File: src/rtl/multicycle_ctrl.sv
// Multicycle MIPS-style control unit.
// Sequences FETCH/DECODE/EXEC/MEM/WB for R, addi, lw, sw, beq and j.
// Memory waits are bounded by TIMEOUT; any illegal opcode or memory
// timeout parks the unit in HALT with a sticky error flag.
// The opcode is never stored here: the IR holds it across the instruction.

module multicycle_ctrl #(
    parameter int unsigned TIMEOUT = 15
) (
    input  logic        clk_i,
    input  logic        rst_i,
    input  logic [5:0]  opcode_i,
    input  logic        zero_i,
    input  logic        mem_ready_i,
    output logic        pc_write_o,
    output logic        ir_write_o,
    output logic        iord_o,
    output logic        mem_read_o,
    output logic        mem_write_o,
    output logic        reg_write_o,
    output logic        reg_dst_o,
    output logic        mem_to_reg_o,
    output logic        alu_src_a_o,
    output logic [1:0]  alu_src_b_o,
    output logic [1:0]  alu_op_o,
    output logic [1:0]  pc_src_o,
    output logic [2:0]  state_o,
    output logic        instr_done_o,
    output logic [31:0] instr_cnt_o,
    output logic        err_o
);

    typedef enum logic [2:0] {
        FETCH  = 3'd0,
        DECODE = 3'd1,
        EXEC   = 3'd2,
        MEM    = 3'd3,
        WB     = 3'd4,
        HALT   = 3'd7
    } state_t;

    localparam logic [5:0] OP_R    = 6'b000000;
    localparam logic [5:0] OP_J    = 6'b000010;
    localparam logic [5:0] OP_BEQ  = 6'b000100;
    localparam logic [5:0] OP_ADDI = 6'b001000;
    localparam logic [5:0] OP_LW   = 6'b100011;
    localparam logic [5:0] OP_SW   = 6'b101011;

    // ALU source B selections
    localparam logic [1:0] SRC_B_RT    = 2'b00;
    localparam logic [1:0] SRC_B_FOUR  = 2'b01;
    localparam logic [1:0] SRC_B_IMM   = 2'b10;
    localparam logic [1:0] SRC_B_IMMSH = 2'b11;

    // ALU operation selections
    localparam logic [1:0] ALU_ADD   = 2'b00;
    localparam logic [1:0] ALU_SUB   = 2'b01;
    localparam logic [1:0] ALU_FUNCT = 2'b10;

    // PC source selections
    localparam logic [1:0] PC_ALU    = 2'b00;
    localparam logic [1:0] PC_ALUOUT = 2'b01;
    localparam logic [1:0] PC_JUMP   = 2'b10;

    localparam logic [7:0] TIMEOUT_CNT = 8'(TIMEOUT);

    state_t      state_q;
    state_t      state_d;
    logic [7:0]  wait_cnt_q;
    logic [7:0]  wait_cnt_d;
    logic [31:0] instr_cnt_q;
    logic        err_q;

    logic        is_r;
    logic        is_j;
    logic        is_beq;
    logic        is_addi;
    logic        is_lw;
    logic        is_sw;
    logic        wait_expired;

    assign is_r    = (opcode_i == OP_R);
    assign is_j    = (opcode_i == OP_J);
    assign is_beq  = (opcode_i == OP_BEQ);
    assign is_addi = (opcode_i == OP_ADDI);
    assign is_lw   = (opcode_i == OP_LW);
    assign is_sw   = (opcode_i == OP_SW);

    // A wait has run out once the counter reaches the limit with no ready
    assign wait_expired = !mem_ready_i && (wait_cnt_q >= TIMEOUT_CNT);

    assign state_o     = state_q;
    assign instr_cnt_o = instr_cnt_q;
    assign err_o       = err_q;

    // State register; reset forces FETCH without waiting for a clock edge
    always_ff @(posedge clk_i or posedge rst_i) begin
        if (rst_i) begin
            state_q <= FETCH;
        end else begin
            state_q <= state_d;
        end
    end

    // Next-state selection from current state, opcode and memory handshake
    always_comb begin
        state_d = state_q;
        case (state_q)
            FETCH: begin
                if (mem_ready_i) begin
                    state_d = DECODE;
                end else if (wait_expired) begin
                    state_d = HALT;
                end
            end
            DECODE: begin
                if (is_r || is_addi || is_lw || is_sw || is_beq) begin
                    state_d = EXEC;
                end else if (is_j) begin
                    state_d = FETCH;
                end else begin
                    state_d = HALT;
                end
            end
            EXEC: begin
                if (is_r || is_addi) begin
                    state_d = WB;
                end else if (is_lw || is_sw) begin
                    state_d = MEM;
                end else if (is_beq) begin
                    state_d = FETCH;
                end else begin
                    state_d = HALT;
                end
            end
            MEM: begin
                if (mem_ready_i) begin
                    if (is_lw) begin
                        state_d = WB;
                    end else if (is_sw) begin
                        state_d = FETCH;
                    end else begin
                        state_d = HALT;
                    end
                end else if (wait_expired) begin
                    state_d = HALT;
                end
            end
            WB: begin
                state_d = FETCH;
            end
            HALT: begin
                state_d = HALT;
            end
            default: begin
                state_d = HALT;
            end
        endcase
    end

    // Wait counter advances only while stalled in FETCH/MEM; entering or ready clears it
    always_comb begin
        wait_cnt_d = 8'd0;
        if ((state_q == FETCH || state_q == MEM) && !mem_ready_i && (state_d == state_q)) begin
            wait_cnt_d = wait_cnt_q + 8'd1;
        end
    end

    // Bookkeeping registers: wait counter, retire count and sticky error
    always_ff @(posedge clk_i or posedge rst_i) begin
        if (rst_i) begin
            wait_cnt_q  <= 8'd0;
            instr_cnt_q <= 32'd0;
            err_q       <= 1'b0;
        end else begin
            wait_cnt_q <= wait_cnt_d;
            if (instr_done_o) begin
                instr_cnt_q <= instr_cnt_q + 32'd1;
            end
            if (state_d == HALT) begin
                err_q <= 1'b1;
            end
        end
    end

    // Control outputs decoded from the current state; all held low during reset
    always_comb begin
        pc_write_o   = 1'b0;
        ir_write_o   = 1'b0;
        iord_o       = 1'b0;
        mem_read_o   = 1'b0;
        mem_write_o  = 1'b0;
        reg_write_o  = 1'b0;
        reg_dst_o    = 1'b0;
        mem_to_reg_o = 1'b0;
        alu_src_a_o  = 1'b0;
        alu_src_b_o  = SRC_B_RT;
        alu_op_o     = ALU_ADD;
        pc_src_o     = PC_ALU;
        instr_done_o = 1'b0;
        if (!rst_i) begin
            case (state_q)
                FETCH: begin
                    mem_read_o = 1'b1;
                    if (mem_ready_i) begin
                        ir_write_o  = 1'b1;
                        pc_write_o  = 1'b1;
                        alu_src_b_o = SRC_B_FOUR;
                        alu_op_o    = ALU_ADD;
                        pc_src_o    = PC_ALU;
                    end
                end
                DECODE: begin
                    alu_src_b_o = SRC_B_IMMSH;
                    alu_op_o    = ALU_ADD;
                    if (is_j) begin
                        pc_write_o   = 1'b1;
                        pc_src_o     = PC_JUMP;
                        instr_done_o = 1'b1;
                    end
                end
                EXEC: begin
                    if (is_r) begin
                        alu_src_a_o = 1'b1;
                        alu_src_b_o = SRC_B_RT;
                        alu_op_o    = ALU_FUNCT;
                    end else if (is_addi || is_lw || is_sw) begin
                        alu_src_a_o = 1'b1;
                        alu_src_b_o = SRC_B_IMM;
                        alu_op_o    = ALU_ADD;
                    end else if (is_beq) begin
                        alu_src_a_o  = 1'b1;
                        alu_src_b_o  = SRC_B_RT;
                        alu_op_o     = ALU_SUB;
                        pc_src_o     = PC_ALUOUT;
                        pc_write_o   = zero_i;
                        instr_done_o = 1'b1;
                    end
                end
                MEM: begin
                    iord_o      = 1'b1;
                    mem_read_o  = is_lw;
                    mem_write_o = is_sw;
                    if (mem_ready_i && is_sw) begin
                        instr_done_o = 1'b1;
                    end
                end
                WB: begin
                    reg_write_o  = 1'b1;
                    instr_done_o = 1'b1;
                    reg_dst_o    = is_r;
                    mem_to_reg_o = is_lw;
                end
                default: begin
                end
            endcase
        end
    end

endmodule
File: config.mk
export PLATFORM = sky130hd
export DESIGN_NAME = multicycle_ctrl
export DESIGN_NICKNAME = d
export VERILOG_FILES = /design/src/rtl/multicycle_ctrl.sv
export SDC_FILE = /design/constraint.sdc
export NUM_CORES = 1
export LEC_CHECK = 0
export CORE_MARGIN = 5
export CORE_UTILIZATION = 53
export DETAILED_ROUTE_END_ITERATION = 6
export HOLD_SLACK_MARGIN = 0.05
export PLACE_DENSITY = 0.9
export SLEW_MARGIN = 10
export SYNTH_ARGS = -nofsm -noshare
export SYNTH_HDL_FRONTEND = slang
export SYNTH_SLANG_ARGS = --single-unit
File: constraint.sdc
create_clock -name clk_i -period 7.45 [get_ports clk_i]
set_input_delay 1.8625 -clock clk_i [delete_from_list [all_inputs] [get_ports clk_i]]
set_output_delay 1.8625 -clock clk_i [all_outputs]
set_load 0.02 [all_outputs]
==> results summary, run 1 <==
The largest vdd supply drop is 0.000113 V. The highest achievable clock rate is approximately 0.15 GHz. The power density over the cells came out at 141 nW/um2. The fraction of registers with async set or reset after synthesis is 100%. The most common cell in the synthesized netlist is dfrtp_1. The combinational share of power came out at 4.2%. The flip-flop and latch count after synthesis is 44. The clock-pin slew of the registers on the worst-case setup and hold paths came out at 0.09 ns. After detailed routing, the average wire length per cell comes to 17.0 um. The maximum fanout along the worst path is 16.

The share of synthesized area in the top cell type comes to between 40% and 50%. The flow ran to the end, and the final reports show no timing, DRC or antenna violations. The sequential cell fraction of total power came out at between 50 and 60%. The global-route wire length before repair is roughly 10000 um. Counting every instance in the synthesized netlist gives 251. The worst hold path belongs to the class reg2reg. The synthesis-to-finish area growth came out at 31.0%. For the pin with the worst max-slew slack, the measured transition is 0.691 ns. The initial antenna violation count was 0.

The net switching power of the design is roughly 100 uW. Setup repair after global routing left no endpoint under its margin. By startpoint and endpoint, the worst setup path is classified as in2out. TritonCTS built the clock tree. The area of the core came out at between 4000 and 5000 um2. At the end of routability-driven placement, the weighted congestion stood at 0.943. Cell internal power was estimated by the tool at 347 uW.

The total negative setup slack came out at 0 ns. The sequential area share after synthesis came out at between 40% and 50%. By area the synthesized netlist is led by dfrtp_1 (45%), xor2_1 (7.9%), xnor2_1 (4.0%). The initial utilization of the core area, before any placement, comes to 55.4%.

The initial DRC count came out at 298. The top flip-flop cell by instance count after synthesis is dfrtp_1. Wires add up to around 6200 um. The count of endpoints failing setup in the final report came out at 0.

The number of nets in the layout is about 320. In the routed design, unresolved DRC markers number 0. Post-CTS timing repair inserted 0 buffers for setup.

The tool flagged a number of max-cap violations equal to 0. The worst path uses 86.6% of the clock period. The total congestion overflow after global routing came out at 0. Counting instances in the post-synthesis netlist gives the leading cell types as dfrtp_1 (44), nor2_1 (24), xor2_1 (22). Counting the fill cells in the layout gives ~320.

The root buffer cell chosen for the clock tree is clkbuf_8. The global-route usage over all layers is 20.6%. The number of global-route vias before repair came out at 2145. Each instance of the synthesized netlist takes up on average 9.67 um2. The count of cell types in the netlist is 47.

The overall via count from detail_route came out at 2214. The adder-cell share of the synthesized area is 1.03%. Entering global routing, the biggest net connects 48 pins.

The data arrival time of the critical path is 4.59 ns. The remaining number of nets flagged by the antenna check after routing is 0. The I/O pin count came out at 62. The insertion delay to the later sink of the worst-skew pair is about 0.31 ns. The first detailed-routing pass took 5 iterations. The number of warnings issued by yosys came out at 0. The initialized floorplan defines 24 standard-cell rows. The worst slew slack as a fraction of its limit is 53.8%. The final-report max-slew violation count was 0. After synthesis, the largest family of logic cells by area is simple AND/OR/NAND/NOR gates. The total of hold buffers inserted after clock tree synthesis came out at 0. The final critical delay including setup and external delays is 6.45 ns. The die width came out at 77.7 um. The half-perimeter wire length of the detailed placement result is 4470 um. The total CTS buffers is 5. After synthesis the cells add up to approximately 2400 um2. The number of buffers inserted by port buffering is a little over 60.

Dividing the detail-routed via count by the number of cells gives 6.07. The deepest clock path buffer count came out at 2. STA classifies the critical path startpoint as an input pin. The fraction of power consumed by the clock network is 42.2%. The count of flip-flops with a built-in enable after synthesis is 0. The die is ~80 um tall. Of the total power, the share spent switching nets is around 22%. The antenna cell count is 0.

The H-tree depth is 2. The die covers 6030 um2. Summed over all instances, the cell type with the most area after synthesis is dfrtp_1.

OpenSTA, run right after detailed placement, puts the worst setup slack at between 1 and 1.5 ns. The proportion of synthesized area in mux cells came out at 0.412%. Across the routed clock network, the largest skew measured is 0.0121 ns.

The critical path capture point type is an output port. The total power is 447 uW. The number of cells upsized or downsized after cts came out at 0.

The number of hold-slack violations in the final timing report came out at 0. The worst setup slack after layout came out at 0.996 ns. The data required time at the worst endpoint is 5.59 ns. The share of the synthesized area in compound gates (AO/OA/AOI/OAI) is 8.25%.

Counting every sink on the clock net gives 44. Of the cells placed in the final design, the portion with a size suffix greater than 1 is 5.75%. In this run the static leakage power is around 1.4 nW. The xor/xnor share of the synthesized area came out at 11.9%. The area share of and/or/nand/nor cells after synthesis came out at 29.5%.
-- cells in the final DEF (no fill, tap or decap), types with 2 or more instances in the layout --
cell type / n
a21oi_1: 5
a31oi_1: 2
and2_1: 3
and3_1: 11
and4_1: 4
and4bb_2: 2
clkbuf_8: 5
clkdlybuf4s50_1: 61
conb_1: 4
dfrtp_1: 44
ha_1: 2
inv_1: 6
nand2_1: 20
nand3_1: 9
nand4_1: 11
nand4b_1: 3
nor2_1: 24
nor3_1: 16
nor3b_1: 3
nor4_1: 9
nor4b_2: 2
o21a_1: 3
o21ai_0: 5
o41ai_1: 2
xnor2_1: 11
xor2_1: 22
-- critical path: stages --
cell and delay [ns]:
clkdlybuf4s50_1 0.63, or4_4 0.20, and4bb_2 0.27, o31ai_4 0.63
inv_1 0.36, clkdlybuf4s50_1 0.63
-- logic make-up after synthesis --
logic type | after synthesis
adders and majority gates | 2
muxes | 1
AOI/OAI and AO/OA | 27
DFF | 44
and+or+nand+nor | 125
xor gates and xnor gates | 33
other | 1
buffers and inverters | 18
-- metal layers --
layer	part of all wire (%)	global-route usage, %	vias up
li1	-	-	1030
met1	40	26.4	1045
met2	49	33.4	118
met3	7.5	4.40	21
met4	2.6	9.11	0
met5	0	0	-
-- state kept, by name, summed over array words and instances, names as in the netlist --
signal / flops
err_o: 1
instr_cnt_o: 32
state_o: 3
wait_cnt_q: 8
-- power by group through the flow --
stage	sequential (mW)	combinational [mW]	clock (mW)
3_3_place_gp	0.245	0.0183	0
2_1_floorplan	0.245	0.00893	0
4_1_cts	0.240	0.0186	0.191
3_5_place_dp	0.245	0.0185	0
6_report	0.240	0.0187	0.189
5_1_grt	0.240	0.0210	0.200
-- through the flow --
| step | util (%) | hold WS [ns] | std cells | area [um2] |
|---|---|---|---|---|
| 2_1_floorplan | - | 0.433 | 254 | 2440 |
| 3_3_place_gp | 69.9 | 0.447 | 357 | 3070 |
| 3_5_place_dp | 69.9 | 0.454 | 357 | 3070 |
| 4_1_cts | 72.5 | 0.466 | 365 | 3180 |
| 5_1_grt | 72.5 | 0.502 | 365 | 3180 |
| 6_report | 72.5 | 0.465 | 365 | 3180 |
-- layout make-up --
| cell class | instances | area [um2] | share of cell area (%) |
|---|---|---|---|
| Multi-Input combinational cell | 192 | 1250 | 39.5 |
| Inverter | 7 | 26.3 | 0.826 |
| Tap cell | 52 | 65.1 | 2.05 |
| Timing Repair Buffer | 62 | 618 | 19.4 |
| Sequential cell | 44 | 1100 | 34.6 |
| Clock buffer | 5 | 68.8 | 2.16 |
| Clock inverter | 3 | 46.3 | 1.46 |
-- path summary, 6_finish.rpt --
path / startpoint / to / slack, ns / cells after the start
min: wait_cnt_q[0]$_DFF_PP0_ / wait_cnt_q[0]$_DFF_PP0_ / 0.47 / 1
max: opcode_i[4] / instr_done_o / 1.0 / 6
max reg2reg: state_o[2]$_DFF_PP0_ / instr_cnt_o[6]$_DFFE_PP0P_ / 4.63 / 6
min in group asynchronous: rst_i / state_o[2]$_DFF_PP0_ / 2.25 / 3
max in group asynchronous: rst_i / wait_cnt_q[1]$_DFF_PP0_ / 4.81 / 3
min reg2reg: wait_cnt_q[0]$_DFF_PP0_ / wait_cnt_q[0]$_DFF_PP0_ / 0.47 / 1
(Power assumes the default switching activity.)
==> run 2, diff against run 1 <==
--- a/config.mk
+++ b/config.mk
@@ -9,6 +9,7 @@
 export CORE_UTILIZATION = 53
 export DETAILED_ROUTE_END_ITERATION = 6
 export HOLD_SLACK_MARGIN = 0.05
+export MAX_ROUTING_LAYER = met4
 export PLACE_DENSITY = 0.9
 export SLEW_MARGIN = 10
 export SYNTH_ARGS = -nofsm -noshare
==> run 2 against run 1 <==
  * Global-route usage grew 0.91 points
  * Sequential power is essentially flat
  * Critical path depth is the same
  * Core utilization is the same
  * Sequential cell count is the same
  * Fmax shrank 1.2%
  * Via count shrank 0.86%
  * Sequential share of layout area is the same
  * Critical path type unchanged
  * Critical endpoint unchanged
==> results summary, run 2 (same netlist as run 1, synthesis figures left out) <==
Outcome: complete, no violations (unchanged). The fraction of power consumed by the clock network is 42.0% (was 42.2%). The count of endpoints failing setup in the final report came out at 0 (unchanged). The final critical delay including setup and external delays was 6.53 ns (was 6.45 ns).

The critical path class is in2out (unchanged). The I/O pin count came out at 62 (unchanged). The number of buffers inserted by port buffering came out at 61 (unchanged). The proportion of total power due to net switching is 22.2% (was 22.3%).

Top library cells by usage in the layout, fill and taps aside: clkdlybuf4s50_1 (61), dfrtp_1 (44), nor2_1 (24), xor2_1 (22), nand2_1 (20) (unchanged). The startpoint of the most critical setup path is opcode_i[4] (unchanged). The initial antenna violation count was 0 (unchanged). The half-perimeter wire length of the detailed placement result came out at 4330 um (was 4470 um). The final-report max-slew violation count was 0 (unchanged). The combinational share of power is 4.2% (about the same). The overall via count from detail_route came out at 2195 (was 2214). The area of the core came out at 4380 um2 (unchanged). The highest achievable clock rate is 0.153 GHz (was 0.155 GHz). The number of hold-slack violations in the final timing report came out at 0 (unchanged). The via density per instance came out at 6.01 (was 6.07). The most common cell after layout, fill and taps aside is clkdlybuf4s50_1 (unchanged). The die width came out at 77.7 um (unchanged). The initial DRC count was 248 (was 298).

The total CTS buffers came out at 5 (unchanged). The class of the most critical hold timing path is reg2reg (unchanged). The launch point of the worst hold path is wait_cnt_q[0]$_DFF_PP0_ (unchanged). The sequential cell fraction of total power came out at 53.7% (was 53.6%). The total negative setup slack is 0 ns (unchanged). Worst-path cell chain: clkdlybuf4s50_1, or4_4, and4bb_2, o31ai_4, inv_1, clkdlybuf4s50_1 (unchanged). The worst setup skew after layout came out at 0.00472 ns (was 0.0121 ns).

The data arrival time of the critical path came out at 4.67 ns (was 4.59 ns). The flip-flop count of the largest register after layout came out at 32 (unchanged). The total congestion overflow after global routing came out at 0 (unchanged). RSZ-0062 raised after global routing: false (unchanged). The maximum fanout along the worst path came out at 16 (unchanged). The count of max-cap constraint violations is 0 (unchanged). The net switching power of the design came out at 99.0 uW (was 100 uW).

The sort of element at the start of the critical path is an input pin (unchanged). The global-route wire length before repair is 10500 um (was 10100 um). The routed wire length is 6120 um (was 6190 um). The critical path's most frequent cell is clkdlybuf4s50_1 (unchanged). The post-route fraction of the period consumed by the critical path came out at 87.7% (was 86.6%). The critical path capture point type is an output port (unchanged). The remaining number of nets flagged by the antenna check after routing is 0 (unchanged). The family with the most delay on the worst path is buffers and inverters (unchanged). The root buffer cell was clkbuf_8 (unchanged).

The number of cells upsized or downsized after cts came out at 0 (unchanged). The final standard cell utilization of the core is 72.5% (unchanged). The die height is 77.7 um (unchanged). The total die area is 6030 um2 (unchanged). The number of iterations in the first detailed-routing pass is 4 (was 5). The detailed-route wire length per cell came out at 16.8 um (was 17.0 um).

The fraction of final layout cells with drive strength greater than 1 came out at 5.75% (unchanged). The starting density of the core is 55.4% (unchanged). The number of global-route vias before repair is 2191 (was 2145). The delay contributed by the slowest stage of the critical path is 0.66 ns (was 0.63 ns). The cell type of the slowest stage on the worst timing path was clkdlybuf4s50_1 (unchanged). The clock tree from TritonCTS is done (unchanged). The startpoint of the worst-slack reg-to-reg timing path is state_o[2]$_DFF_PP0_ (unchanged). The number of nets in the layout is 324 (unchanged). The insertion delay to the later sink of the worst-skew pair came out at 0.31 ns (about the same). The antenna cell count came out at 0 (unchanged). The internal power consumption came out at 347 uW (about the same).

The final estimated routing congestion in global placement is 0.976 (was 0.943). The leakage power figure came out at 1.39 nW (unchanged). The worst-margin pin slew is 0.789 ns (was 0.691 ns). The total of hold buffers inserted after clock tree synthesis is 0 (unchanged). The power density over the cells is 140 nW/um2 (was 141 nW/um2). The data required time at the worst endpoint came out at 5.59 ns (about the same). The worst slew slack as a fraction of its limit came out at 47.3% (was 53.8%). The H-tree depth came out at 2 (unchanged).

The number of buffers added for setup after CTS was 0 (unchanged). The clock-pin slew of the registers on the worst-case setup and hold paths was 0.09 ns (about the same). The synthesis-to-finish area growth came to 31.0% (unchanged). The standard-cell row count is 24 (unchanged). The deepest clock path buffer count is 2 (unchanged). The largest vdd supply drop came to 0.000129 V (was 0.000113 V).

The final routed DRC violation total is 0 (unchanged). The largest net degree at the start of global routing came out at 48 (unchanged). The total power is 446 uW (was 447 uW). The clock sink total is 44 (unchanged). The combined buffer and inverter count along the critical path came out at 3 (unchanged).

The global-route usage over all layers came out at 21.5% (was 20.6%).
-- run 2: cell counts in the layout (fill, tap and decap cells not counted) --
No cell type changed its count.
-- run 2: final timing paths --
path	endpoint	slack [ns]	depth (start not counted)
worst max-delay path	instr_done_o	0.92	6
worst min register to register	wait_cnt_q[0]$_DFF_PP0_	0.47	1
worst max register to register	instr_cnt_o[8]$_DFFE_PP0P_	4.53	6
max in group asynchronous	wait_cnt_q[2]$_DFF_PP0_	4.81	3
min in group asynchronous	state_o[1]$_DFF_PP0_	2.24	3
worst min-delay path	wait_cnt_q[0]$_DFF_PP0_	0.47	1
-- run 2: cell type report --
type	count	area, um2
clock buffer	5	68.8
tap	52	65.1
multi-input combinational	192	1250
clock inverter	3	46.3
sequential	44	1100
fill	339	1200
inverter	7	26.3
timing repair buffer	62	618
-- run 2: per-layer routing --
layer	GRT usage (%)	up-vias	part of all wire, %
met1	26.9	1059	40
li1	-	1029	-
met5	-	-	0
met2	34.3	93	50
met3	3.82	14	7.2
met4	8.93	0	2.1
-- run 2: metrics by stage --
| step | hold WS (ns) | setup slack (ns) | cells | area, um2 |
|---|---|---|---|---|
| after floorplan | 0.433 | 1.99 | 254 | 2440 |
| after global placement | 0.447 | 1.11 | 357 | 3070 |
| after detailed placement | 0.458 | 1.02 | 357 | 3070 |
| after CTS | 0.473 | 0.973 | 365 | 3180 |
| after global routing | 0.493 | 0.848 | 365 | 3180 |
| final | 0.468 | 0.918 | 365 | 3180 |
-- run 2: power groups by stage --
stage / combinational [mW] / clock [mW] / sequential, mW
after floorplan: 0.00893 / 0 / 0.245
after global placement: 0.0183 / 0 / 0.245
after detailed placement: 0.0187 / 0 / 0.245
after CTS: 0.0188 / 0.189 / 0.240
after global routing: 0.0210 / 0.197 / 0.240
final: 0.0189 / 0.187 / 0.240
